===== config.mk =====
export PLATFORM = sky130hd
export DESIGN_NAME = inst_queue_flat
export DESIGN_NICKNAME = d
export VERILOG_FILES = /design/src/rtl/inst_queue_if.sv /design/src/rtl/inst_queue.sv /design/src/flat_wrapper.sv
export SDC_FILE = /design/constraint.sdc
export NUM_CORES = 1
export LEC_CHECK = 0
export BUFFER_PORTS_ARGS = -buffer_cell sky130_fd_sc_hd__buf_2
export CORE_MARGIN = 8
export CORE_UTILIZATION = 35
export DETAILED_ROUTE_END_ITERATION = 10
export GPL_TIMING_DRIVEN = 0
export HOLD_SLACK_MARGIN = 0.06
export MAX_ROUTING_LAYER = met4
export PLACE_DENSITY = 0.61
export SLEW_MARGIN = 25
export SYNTH_ARGS = -nofsm -noshare
export SYNTH_HDL_FRONTEND = slang
export SYNTH_SLANG_ARGS = --single-unit

===== constraint.sdc =====
create_clock -name clk_i -period 4.2 [get_ports clk_i]
set_input_delay 0.42 -clock clk_i [delete_from_list [all_inputs] [get_ports clk_i]]
set_output_delay 0.42 -clock clk_i [all_outputs]
set_load 0.05 [all_outputs]

===== src/rtl/inst_queue_if.sv =====
// Handshake bundle for the instruction queue: host push side, control pop side,
// flush and occupancy status.
interface inst_queue_if #(
  parameter int unsigned INST_W = 32,
  parameter int unsigned DEPTH  = 4
);
  localparam int unsigned CNT_W = $clog2(DEPTH + 1);

  typedef logic [INST_W-1:0] instruction_t;

  // Host side
  instruction_t     inst_i;
  logic             inst_valid_i;
  logic             inst_ready_o;

  // Control side
  instruction_t     inst_o;
  logic             inst_valid_o;
  logic             inst_ready_i;

  // Maintenance and status
  logic             flush_i;
  logic [CNT_W-1:0] count_o;
  logic             full_o;
  logic             empty_o;

  modport slave (
    input  inst_i, inst_valid_i, inst_ready_i, flush_i,
    output inst_ready_o, inst_o, inst_valid_o, count_o, full_o, empty_o
  );

  modport master (
    output inst_i, inst_valid_i, inst_ready_i, flush_i,
    input  inst_ready_o, inst_o, inst_valid_o, count_o, full_o, empty_o
  );
endinterface


===== src/rtl/inst_queue.sv =====
// In-order instruction buffer between the host stream and the control block.
// Every output is derived from registered state only, so host and control never share a comb path.
module inst_queue #(
  parameter int unsigned DEPTH  = 4,
  parameter int unsigned INST_W = 32
) (
  input  logic        clk_i,
  input  logic        rst_i,
  inst_queue_if.slave io
);
  localparam int unsigned PTR_W = $clog2(DEPTH);
  localparam int unsigned CNT_W = $clog2(DEPTH + 1);
  localparam logic [CNT_W-1:0] FULL_CNT = CNT_W'(DEPTH);

  logic [INST_W-1:0] mem_q [DEPTH];
  logic [PTR_W-1:0]  wr_ptr_q, wr_ptr_d;
  logic [PTR_W-1:0]  rd_ptr_q, rd_ptr_d;
  logic [CNT_W-1:0]  count_q, count_d;

  logic full;
  logic empty;
  logic push;
  logic pop;

  assign full  = (count_q == FULL_CNT);
  assign empty = (count_q == '0);
  // A pop in the same cycle never frees a slot for a push: ready looks only at count_q.
  assign push  = io.inst_valid_i && !full;
  assign pop   = io.inst_ready_i && !empty;

  always_comb begin
    // NOTE: every next-state value gets a default first, so no path leaves it unassigned
    // and no latch is inferred; blocking '=' is correct inside combinational logic.
    wr_ptr_d = wr_ptr_q;
    rd_ptr_d = rd_ptr_q;
    count_d  = count_q;

    if (io.flush_i) begin
      wr_ptr_d = '0;
      rd_ptr_d = '0;
      count_d  = '0;
    end else begin
      if (push) wr_ptr_d = wr_ptr_q + 1'b1;
      if (pop)  rd_ptr_d = rd_ptr_q + 1'b1;
      unique case ({push, pop})
        2'b10:   count_d = count_q + 1'b1;
        2'b01:   count_d = count_q - 1'b1;
        default: count_d = count_q;
      endcase
    end
  end

  // NOTE: sequential state is updated with non-blocking '<=' so all registers sample
  // their next value from the same pre-edge state.
  always_ff @(posedge clk_i or posedge rst_i) begin
    if (rst_i) begin
      wr_ptr_q <= '0;
      rd_ptr_q <= '0;
      count_q  <= '0;
    end else begin
      wr_ptr_q <= wr_ptr_d;
      rd_ptr_q <= rd_ptr_d;
      count_q  <= count_d;
    end
  end

  // NOTE: storage is cleared on reset so the head reads '0 afterwards; this costs a reset
  // net on every entry and rules out a RAM macro, which is acceptable at this depth.
  always_ff @(posedge clk_i or posedge rst_i) begin
    if (rst_i) begin
      for (int i = 0; i < DEPTH; i++) mem_q[i] <= '0;
    end else if (push && !io.flush_i) begin
      mem_q[wr_ptr_q] <= io.inst_i;
    end
  end

  assign io.inst_o       = mem_q[rd_ptr_q];
  assign io.inst_valid_o = !empty;
  assign io.inst_ready_o = !full;
  assign io.count_o      = count_q;
  assign io.full_o       = full;
  assign io.empty_o      = empty;
endmodule


===== src/flat_wrapper.sv =====
// flat-port wrapper written by rule: the top's interface ports become plain ports
module inst_queue_flat 
#(
  parameter int unsigned DEPTH  = 4,
  parameter int unsigned INST_W = 32
)
  (clk_i, rst_i, io_inst_i, io_inst_valid_i, io_inst_ready_i, io_flush_i, io_inst_ready_o, io_inst_o, io_inst_valid_o, io_count_o, io_full_o, io_empty_o);
  inst_queue_if #(.INST_W(INST_W), .DEPTH(DEPTH)) io_i ();
  input  logic clk_i;
  input  logic rst_i;
  input wire logic [$bits(io_i.inst_i)-1:0] io_inst_i;
  input wire logic [$bits(io_i.inst_valid_i)-1:0] io_inst_valid_i;
  input wire logic [$bits(io_i.inst_ready_i)-1:0] io_inst_ready_i;
  input wire logic [$bits(io_i.flush_i)-1:0] io_flush_i;
  output wire logic [$bits(io_i.inst_ready_o)-1:0] io_inst_ready_o;
  output wire logic [$bits(io_i.inst_o)-1:0] io_inst_o;
  output wire logic [$bits(io_i.inst_valid_o)-1:0] io_inst_valid_o;
  output wire logic [$bits(io_i.count_o)-1:0] io_count_o;
  output wire logic [$bits(io_i.full_o)-1:0] io_full_o;
  output wire logic [$bits(io_i.empty_o)-1:0] io_empty_o;
  assign io_i.inst_i = io_inst_i;
  assign io_i.inst_valid_i = io_inst_valid_i;
  assign io_i.inst_ready_i = io_inst_ready_i;
  assign io_i.flush_i = io_flush_i;
  assign io_inst_ready_o = io_i.inst_ready_o;
  assign io_inst_o = io_i.inst_o;
  assign io_inst_valid_o = io_i.inst_valid_o;
  assign io_count_o = io_i.count_o;
  assign io_full_o = io_i.full_o;
  assign io_empty_o = io_i.empty_o;
  inst_queue #(.DEPTH(DEPTH), .INST_W(INST_W)) u_core (.clk_i(clk_i), .rst_i(rst_i), .io(io_i));
endmodule

## After elaboration in Yosys (flattened, before gate mapping)

Index checks and enable logic that the tools add are counted.
W data, S select, Z words.

| storage, ports and cells | value |
|---|---|
| flip-flop bits (word level) | 135 |
| bits of input ports | 37 |
| output and inout bits | 39 |
| word-level logic and storage cells | 42 |

| operators by class | value |
|---|---|
| add/sub/neg operators | 4 |
| $lt $le $gt $ge | 3 |
| equality and inequality tests | 3 |
| mux-type cells | 12 |
| bitwise gates (word level) | 2 |
| reduce and logical (&&, ||, !) cells | 11 |

Operators with widths:

| cell | number |
|---|---|
| $bwmux W128 | 1 |
| $mux W32 | 3 |
| $bmux W32 S2 | 1 |
| $demux W32 S2 | 1 |
| $mux W2 | 4 |
| $ge A3 B3 Y1 const B | 2 |
| $not A2 Y3 | 2 |
| $pmux W3 S2 | 1 |
| $add A2 B1 Y2 const B | 2 |
| $logic_and A1 B1 Y1 | 4 |
| $reduce_bool A2 Y1 | 2 |
| $add A3 B1 Y3 const B | 1 |
| $eq A3 B3 Y1 const B | 1 |
| $logic_not A1 Y1 | 3 |
| $logic_not A3 Y1 | 1 |
| $lt A3 B1 Y1 const B | 1 |
| $mux W3 | 1 |
| $reduce_bool A3 Y1 | 1 |
| $sub A3 B1 Y3 const B | 1 |
| $eq A2 B1 Y1 const B | 1 |
| $eq A2 B2 Y1 const B | 1 |

## Depth between registers and ports, before layout

Gate-level depths: netlist of run 1.

| depth | value |
|---|---|
| depth in word-level cells | 6 |
| gate-level depth with buffers | 7 |
| mapped depth without buffers | 6 |

## Worst setup path before layout of run 1

OpenSTA, ideal clock, no wires.

| timing | value |
|---|---|
| path kind | reg2out |
| from | register u_core.count_q[2] (netlist: u_core.io.count_o[2]) |
| to | output io_empty_o |
| arrival time | 1.843 ns |
| data required time | 3.780 ns |
| path slack | 1.937 ns |
| stages on the path, launching flop included | 4 |
| path buffers | 1 |
| path through | dfrtp_1 -> clkbuf_1 -> or3_2 -> inv_1 |

| on the way | value |
|---|---|
| word-level cells in the longest chain between the ends | 1 |

Ends and longest elaborated chain:

| what | line | source |
|---|---|---|
| from (decl) | inst_queue.sv:18 | `logic [CNT_W-1:0] count_q, count_d;` |
| from (signal assigned) | inst_queue.sv:63 | `count_q <= count_d;` |
| $logic_not A3 Y1 | inst_queue.sv:26 | `assign empty = (count_q == '0);` |
| to (decl) | flat_wrapper.sv:20 | `output wire logic [$bits(io_i.empty_o)-1:0] io_empty_o;` |

No other way between the ends.

## Worst setup path after layout of run 1

| timing | value |
|---|---|
| from | register u_core.rd_ptr_q[0] |
| to | output io_inst_o[2] |

| on the way | value |
|---|---|
| word-level cells in the longest chain between the ends | 4 |

Ends and longest elaborated chain:

| what | line | source |
|---|---|---|
| from (decl) | inst_queue.sv:17 | `logic [PTR_W-1:0] rd_ptr_q, rd_ptr_d;` |
| from (signal assigned) | inst_queue.sv:62 | `rd_ptr_q <= rd_ptr_d;` |
| $not A2 Y3 (not written as such) | inst_queue.sv:77 | `assign io.inst_o = mem_q[rd_ptr_q];` |
| $bmux W32 S2 | inst_queue.sv:77 |  |
| $mux W32 (not written as such) (2 in a row) | inst_queue.sv:77 |  |
| to (decl) | flat_wrapper.sv:16 | `output wire logic [$bits(io_i.inst_o)-1:0] io_inst_o;` |

No other way between the ends. The select of a mux whose other input is x is not followed.

==> results.md, run 1 <==
* Status: completed
* Fin cells at 747
* Gpl congestion at 0.795
* Placed insts at 713
* Seq/Total Area, Yosys at 0.501
* CTS resizes at 0
* Worst-path clk slew at 0.06 ns
* Share of layout cells above drive strength 1 at 0.615
* Hold Crit Depth at 2
* Hold_sp: io_flush_i
* Setup crit end kind: output port
* Fmax at 0.357 GHz
* Grt ovf at 0
* Leakage power at 3.99 nW
* GRT met1 Usage at 0.171
* Yosys warns at 0
* Initial antenna violation count at 1
* Prevailing post-synth register cell: dfrtp_1
* Die Width at 155 um
* DR WL/cell at 19.3 um
* Most crowded layer after global routing: met2
* Fin Setup TNS at 0 ns
* Routing usage on met2 at 0.190
* Post-synthesis cell type count at 36
* Initial Util at 0.358
* Layout Skew at 0.00945 ns
* Post-CTS Hold Fix Bufs at 1
* Fill cell count at 1667
* Post-synth EDFFs at 0
* DRT antenna net count at 0
* PortBufs at 75
* CTS max path bufs at 2
* Syn Area/Cell at 17.9 um2
* # IOs at 76
* Worst reg2reg endpoint: u_core.io.count_o[1]$_DFFE_PP0P_
* R2R depth at 6
* Largest net degree at the start of global routing at 75
* Fin crit share at 0.668
* #FFs+latches synth at 135
* Root Buffer: clkbuf_16
* Crit-path cells: buf_2 -> buf_2 -> buf_2 -> mux4_2 -> buf_2
* Pre-Repair DR Iteration Count at 4
* Initial DRC count at 144
* TritonCTS clock tree: yes
* Total routed wirelength at 14400 um
* Worst Max-Slew Pin Slew at 0.465 ns
* H-tree depth at 4
* Final setup fails at 0
* Post-Syn Area at 6740 um2
* Synth top area cells: dfrtp_1, mux2_4, mux4_2
* Rows at 50
* Slowest stage delay, CP at 0.39 ns
* GR Layer Usage met3 at 0.0346
* Setup crit start kind: flop
* Async S/R FF share, synth at 1.00
* Max_slew headroom at 0.690
* Total GRT Usage at 0.129
* Crit path required time at 3.78 ns
* Hold/Removal Path Class: in -> reg
* Crit Path Class: reg -> out
* Via Count at 3554
* VDD IR-drop max at 0.267 mV
* Crit-path slowest cell: buf_2
* RSZ-0062 raised after global routing: false
* Area of the die at 23900 um2
* Hold EP: u_core.wr_ptr_q[0]$_DFFE_PP0P_
* FF-to-FF setup slack at 2.05 ns
* DR DRC count at 0
* Maximum fanout along the worst path at 10
* Pwr per Cell Area at 695 nW/um2
* Vias in the first global route at 4024
* Worst R2R Start: u_core.io.count_o[0]$_DFFE_PP0P_
* Synth Instances at 377
* Critical Path AT at 2.38 ns
* Cts bufs inserted at 17
* Area delta synth->final at 19.9%
* Area share of the leading cell type in the synthesized netlist at 0.501
* Final nets at 515
* Area of the core at 18800 um2
* Final Critical Period at 2.80 ns
* Final-report hold violation count at 0
* Clock sinks at 135
* Vias per cell at 4.76
* Max-cap viol count at 0
* Leading area contributor after synthesis: dfrtp_1
* HPWL after DPL at 9610 um
* First-pass GRT wire length at 23100 um
* DIE HEIGHT at 155 um
* # Post-CTS Setup Buffers at 0
* Clk_lat worst skew at 0.41 ns
* Max Slew Vio Count at 0
* Top cell by count, worst path: buf_2
* Syn nets at 419
==> layer usage <==
metal / up-vias / routed length, um
li1: 1596 / -
met1: 1872 / 7010
met2: 76 / 6750
met3: 10 / 486
met4: 0 / 143
met5: - / 0
==> layout make-up <==
type,instances,area (um2),area share
Clock buffer,18,439,0.0544
Clock inverter,14,151,0.0187
Timing Repair Buffer,77,413,0.0511
Tap cell,260,325,0.0403
Buffer,26,318,0.0393
Antenna cell,1,2.50,0.000310
Inverter,7,33.8,0.00418
Multi-Input combinational cell,209,3020,0.373
Sequential cell,135,3380,0.418
==> sequential cells by signal, summed over array words and instances (netlist names) <==
signal             flops
u_core.rd_ptr_q        2
u_core.mem_q         128
u_core.wr_ptr_q        2
u_core.io.count_o      3
==> worst max-delay path, delay by kind of cell, from the launching register on <==
kind / cells / cell delay (ns)
buffers and inverters: 4 / 1.26
multiplexers: 1 / 0.38
flip-flops: 1 / 0.33
==> Yosys cell counts, drive strengths merged (2+ instances only) <==
cell,number
a21oi,6
nand3,7
nor2,2
nand3b,2
o21ai,3
ha,4
nand2b,5
or3,2
xor2,2
dfrtp,135
mux2,128
inv,7
mux4,32
buf,22
clkbuf,4
==> cell families after synthesis <==
family                   after synthesis  share of synthesized area
multiplexers                         160                      0.388
flip-flops                           135                      0.501
buffers and inverters                 33                     0.0511
AND/OR/NAND/NOR                       24                     0.0295
AO/OA/AOI/OAI                         17                     0.0160
adder cells (fa/ha/maj)                5                     0.0104
XOR/XNOR                               3                    0.00390
==> per-stage QoR <==
stage | hold slack (ns) | utilization | instance area [um2] | worst slack [ns] | total power, mW
final | 0.278 | 0.429 | 8080 | 1.40 | 5.61
after global routing | 0.261 | 0.429 | 8080 | 1.22 | 5.87
after CTS | 0.251 | 0.429 | 8070 | 1.29 | 5.68
after detailed placement | 0.487 | 0.397 | 7470 | 1.75 | 4.16
after global placement | 0.484 | 0.395 | 7440 | -1.17 | 4.09
after floorplan | 0.474 | - | 6740 | 0.169 | 3.74
==> power by group <==
part / leakage [nW] / internal, mW / switching (mW)
Sequential: 1.70 / 1.76 / 0.256
Combinational: 2.00 / 1.02 / 1.09
Clock: 0.287 / 0.894 / 0.586
==> cell usage in the layout, fill, tap and decap left out, drive strengths merged, types with 3 or more instances in the layout <==
master,n
clkinv,8
buf,98
nand3,7
mux4,32
clkbuf,22
o21ai,3
mux2,128
nand2b,5
inv,9
dfrtp,135
ha,4
a21oi,6
==> worst max path at each step <==
stage | from | to | cells after the start
global placement | rst_i | u_core.mem_q[56]$_DFFE_PP0P_ | 2
CTS | u_core.rd_ptr_q[0]$_DFFE_PP0P_ | io_inst_o[2] | 5
global route | u_core.rd_ptr_q[0]$_DFFE_PP0P_ | io_inst_o[2] | 5
floorplan | rst_i | u_core.io.count_o[0]$_DFFE_PP0P_ | 1
detailed placement | u_core.rd_ptr_q[0]$_DFFE_PP0P_ | io_inst_o[1] | 5
finish | u_core.rd_ptr_q[0]$_DFFE_PP0P_ | io_inst_o[2] | 5
Power figures use the tool's default switching activity.
==> run 2: changes to the inputs <==
- clock period: 4.2 -> 2.3 ns (I/O delays scaled with it)
==> run 2 against run 1 <==
Final area is 2.1% higher. Sequential power rose by 83%. Register-to-register slack worse by 1.8 ns. Highest routed layer unchanged. Clock skew is 0.0021 ns lower.
==> results.md, run 2 (same netlist as run 1, synthesis figures left out) <==
* Status: completed
* Die Width at 155 um
* Leakage power at 4.04 nW
* Final-report hold violation count at 0
* Crit-path slowest cell: mux4_2
* Sw Pwr at 3.54 mW
* Final Cell Area at 8240 um2
* Reg with most FFs: u_core.mem_q
* Area of the core at 18800 um2
* Final setup fails at 0
* Top cell by count, worst path: buf_4
* Switching Share at 0.338
* DR WL/cell at 19.4 um
* Area after DPL at 7560 um2
* First-pass GRT wire length at 23900 um
* Combinational Power Share at 0.373
* Crit-path cells: buf_4 -> buf_6 -> buf_4 -> mux4_2 -> buf_2
* Fill cell count at 1649
* Pre-Repair DR Iteration Count at 4
* # IOs at 76
* Via Count at 3546
* Grt ovf at 0
* Layout Skew at 0.00732 ns
* FF-to-FF setup slack at 0.20 ns
* RSZ-0062 raised after global routing: false
* Worst-path clk slew at 0.06 ns
* Pwr per Cell Area at 1270 nW/um2
* DRT antenna net count at 0
* Initial DRC count at 184
* Total routed wirelength at 14600 um
* Area of the die at 23900 um2
* Fin Setup TNS at 0 ns
* Slowest stage delay, CP at 0.36 ns
* PortBufs at 75
* Area delta synth->final at 22.4%
* Multi-input logic area at 3020 um2
* Final core utilization at 0.438
* Largest net degree at the start of global routing at 33
* Fmax at 0.454 GHz
* Max_slew headroom at 0.706
* Fraction of power consumed by the clock network at 0.275
* # Post-CTS Setup Buffers at 0
* Fin crit share at 0.957
* Initial antenna violation count at 2
* CTS max path bufs at 2
* Max Slew Vio Count at 0
* Most frequent cells in the layout: dfrtp_1, mux2_4, buf_2
* Max reg flops at 128
* Clock sinks at 135
* VDD IR-drop max at 0.484 mV
* Final nets at 519
* Initial Util at 0.358
* H-tree depth at 4
* Rows at 50
* Root Buffer: clkbuf_16
* DIE HEIGHT at 155 um
* Cts bufs inserted at 17
* Worst Max-Slew Pin Slew at 0.441 ns
* Critical Path AT at 1.97 ns
* Vias in the first global route at 4109
* DR DRC count at 0
* Share of layout cells above drive strength 1 at 0.620
* Total GRT Usage at 0.133
* Hold/Removal Path Class: in -> reg
* Maximum fanout along the worst path at 10
* Crit path required time at 2.07 ns
* Vias per cell at 4.72
* Internal at 6.94 mW
* Worst Hold Margin at 0.0882 ns
* Crit Path Class: reg -> out
* HPWL after DPL at 9850 um
* Flop pwr share at 0.352
* FF/Latch Area at 3380 um2
* Clk_lat worst skew at 0.42 ns
* Max-cap viol count at 0
* Setup crit start kind: flop
* Gpl congestion at 0.757
* TritonCTS clock tree: yes
* Total Power at 10.5 mW
* Commonest non-fill, non-tap cell in the layout: dfrtp_1
* Final Critical Period at 2.20 ns
* Setup crit end kind: output port
## run 2: worst max-delay path, delay by kind of cell, from the launching register on
kind     cells  cell delay [ns]
buf+inv      4             0.87
flops        1             0.33
mux          1             0.36
## run 2: power groups by stage
stage / registers, mW / clock network, mW / logic, mW
finish: 3.69 / 2.88 / 3.91
global route: 3.78 / 3.07 / 4.13
CTS: 3.68 / 2.95 / 3.96
detailed placement: 3.70 / 0 / 3.92
global placement: 3.64 / 0 / 3.83
floorplan: 3.58 / 0 / 3.26
## run 2: stage by stage
| step | cells | setup WS [ns] |
|---|---|---|
| floorplan | 377 | 0.172 |
| global placement | 712 | -0.420 |
| detailed placement | 717 | 0.0749 |
| CTS | 750 | 0.0449 |
| global route | 752 | 0.0117 |
| finish | 752 | 0.0993 |
## run 2: final cells by class
class / count / share of cell area
flip-flops and latches: 135 / 0.410
multi-input cells: 209 / 0.366
repair buffers: 81 / 0.0607
clock buffers: 17 / 0.0516
plain buffers: 26 / 0.0433
well taps: 260 / 0.0395
clock inverters: 15 / 0.0246
inverters: 7 / 0.00364
diodes: 2 / 0.000607
## run 2: final timing paths
kind,from,endpoint,cells past startpoint
max,u_core.rd_ptr_q[1]$_DFFE_PP0P_,io_inst_o[29],5
max reg2reg,u_core.io.count_o[0]$_DFFE_PP0P_,u_core.io.count_o[1]$_DFFE_PP0P_,6
max in group asynchronous,rst_i,u_core.mem_q[26]$_DFFE_PP0P_,6
min in group asynchronous,rst_i,u_core.mem_q[109]$_DFFE_PP0P_,3
min,io_inst_i[1],u_core.mem_q[33]$_DFFE_PP0P_,2
min reg2reg,u_core.mem_q[62]$_DFFE_PP0P_,u_core.mem_q[62]$_DFFE_PP0P_,1
## run 2: per-layer routing
metal  up-vias  wire (um)  track usage
li1       1595          -            -
met1      1876       7070        0.176
met2        67       6780        0.197
met3         8        610       0.0404
met4         0        112       0.0350
met5         -          0            -
## run 2: what timing repair did
action                     in CTS  in global routing
setup endpoints to repair      28                  3
resized for setup              12                  2
hold buffers                    1                  0
hold endpoints to repair       12                  0
==> run 3: changes to the inputs <==
- CORE_ASPECT_RATIO: unset -> 0.6
- CORE_MARGIN: 8 -> 2
- REMOVE_ABC_BUFFERS: unset -> 1
==> run 3 against run 2 <==
Register-to-register slack got worse by 0.10 ns. Critical path depth stayed put. Clock skew is 0.0060 ns higher. Sequential share of layout area is 1.7 points higher. Total power up 1.6%. Setup slack got worse by 0.023 ns. Count of clock-buffer cells in the layout grew 5. Utilization down 1.8 points. Wire length is 2.8% lower. Largest power group unchanged. Final area down 3.7%.
==> results.md, run 3 (same netlist as run 1, synthesis figures left out) <==
* Placed insts at 675
* Pwr per Cell Area at 1340 nW/um2
* Setup crit end kind: flop
* Largest net degree at the start of global routing at 76
* Root Buffer: clkbuf_16
* Worst Max-Slew Pin Slew at 0.811 ns
* DR WL/cell at 19.8 um
* Crit path required time at 2.59 ns
* Commonest non-fill, non-tap cell in the layout: dfrtp_1
* Final-report hold violation count at 0
* Area of the die at 20400 um2
* Final Critical Period at 2.22 ns
* PortBufs at 75
* Area of the core at 18900 um2
* Most frequent cells in the layout: dfrtp_1, mux2_4, buf_2
* VDD IR-drop max at 0.655 mV
* Initial antenna violation count at 3
* Final nets at 497
* Final setup fails at 0
* Setup WS post-layout at 0.0768 ns
* DIE HEIGHT at 111 um
* First-pass GRT wire length at 23100 um
* Worst-path clk slew at 0.06 ns
* Max_slew headroom at 0.459
* TritonCTS clock tree: yes
* Clock sinks at 135
* Setup crit start kind: input port
* RSZ-0062 raised after global routing: false
* Gpl congestion at 0.675
* Pre-Repair DR Iteration Count at 4
* Max-cap viol count at 0
* Crit Path Class: in -> reg
* HPWL after DPL at 8440 um
* Share of layout cells above drive strength 1 at 0.615
* H-tree depth at 4
* Leakage power at 3.88 nW
* Max Slew Vio Count at 0
* # IOs at 76
* Rows at 39
* Layout Skew at 0.0133 ns
* Fill cell count at 1684
* Final core utilization at 0.419
* Die Width at 183 um
* Total routed wirelength at 14200 um
* Vias in the first global route at 3972
* Total GRT Usage at 0.153
* Fin crit share at 0.967
* Max reg flops at 128
* FF-to-FF setup slack at 0.10 ns
* Fmax at 0.450 GHz
* Grt ovf at 0
* Flop pwr share at 0.351
* Setup WS pre-CTS at 0.0379 ns
* Maximum fanout along the worst path at 32
* Internal at 7.12 mW
* Reg with most FFs: u_core.mem_q
* CTS max path bufs at 2
* Cts bufs inserted at 17
* Initial Util at 0.356
* Status: completed
* Fraction of power consumed by the clock network at 0.291
* Area delta synth->final at 17.8%
* Hold/Removal Path Class: in -> reg
* Sw Pwr at 3.52 mW
* DR DRC count at 0
* Clk_lat worst skew at 0.42 ns
* Vias per cell at 4.94
* DRT antenna net count at 0
* Via Count at 3541
* Critical Path AT at 2.52 ns
* Switching Share at 0.331
* Initial DRC count at 143
* Combinational Power Share at 0.357
* Fin cells at 717
-- run 3: timing repair --
| action | 4_1_cts | 5_1_grt |
|---|---|---|
| pin swaps | 0 | 2 |
| setup endpoints to repair | 18 | 128 |
| cloned | 0 | 0 |
| endpoints found under the hold margin | 61 | 0 |
| resized for setup | 1 | 3 |
| buffers inserted | 5 | 0 |
| hold buffers | 2 | 0 |
-- run 3: per-stage QoR --
step	total power, mW	setup TNS (ns)	area [um2]	hold WS, ns
finish	10.6	0	7940	0.0933
CTS	10.7	0	7930	0.0741
detailed placement	7.55	0	7180	0.289
global route	11.1	0	7940	0.0813
global placement	7.37	-404.19	7100	0.483
floorplan	6.76	-208.21	6420	0.293
-- run 3: layout make-up --
cell class / count / area [um2] / area share
antenna: 3 / 7.51 / 0.000945
clock buffer: 22 / 484 / 0.0610
clock inverter: 10 / 189 / 0.0238
inverter: 7 / 33.8 / 0.00425
multi-input combinational: 209 / 3020 / 0.380
sequential: 135 / 3390 / 0.427
tap: 246 / 308 / 0.0388
timing repair buffer: 85 / 513 / 0.0646
-- run 3: path summary, 6_finish.rpt --
kind | startpoint | endpoint | depth (start not counted)
setup / recovery | io_flush_i | u_core.mem_q[83]$_DFFE_PP0P_ | 5
hold / removal | io_inst_i[9] | u_core.mem_q[41]$_DFFE_PP0P_ | 2
setup reg to reg | u_core.io.count_o[1]$_DFFE_PP0P_ | u_core.mem_q[94]$_DFFE_PP0P_ | 3
hold reg to reg | u_core.mem_q[78]$_DFFE_PP0P_ | u_core.mem_q[78]$_DFFE_PP0P_ | 1
max in group asynchronous | rst_i | u_core.rd_ptr_q[0]$_DFFE_PP0P_ | 4
min in group asynchronous | rst_i | u_core.mem_q[73]$_DFFE_PP0P_ | 3
-- run 3: per-layer routing --
layer,wire (um),up-vias,global-route usage
met1,6660,1896,0.202
met5,0,-,-
met4,90,0,0.0368
met3,912,13,0.0546
li1,-,1557,-
met2,6500,75,0.227
-- run 3: power by group through the flow --
stage / clock (mW) / sequential, mW / combinational [mW]
detailed placement: 0 / 3.79 / 3.76
finish: 3.10 / 3.74 / 3.80
global placement: 0 / 3.77 / 3.60
global route: 3.28 / 3.84 / 4.02
CTS: 3.16 / 3.73 / 3.86
floorplan: 0 / 3.66 / 3.09
-- run 3: critical path: stages --
cell           delay, ns
dlygate4sd3_1       0.55
buf_2               0.18
and2b_2             0.36
nand3_4             0.63
mux2_4              0.54
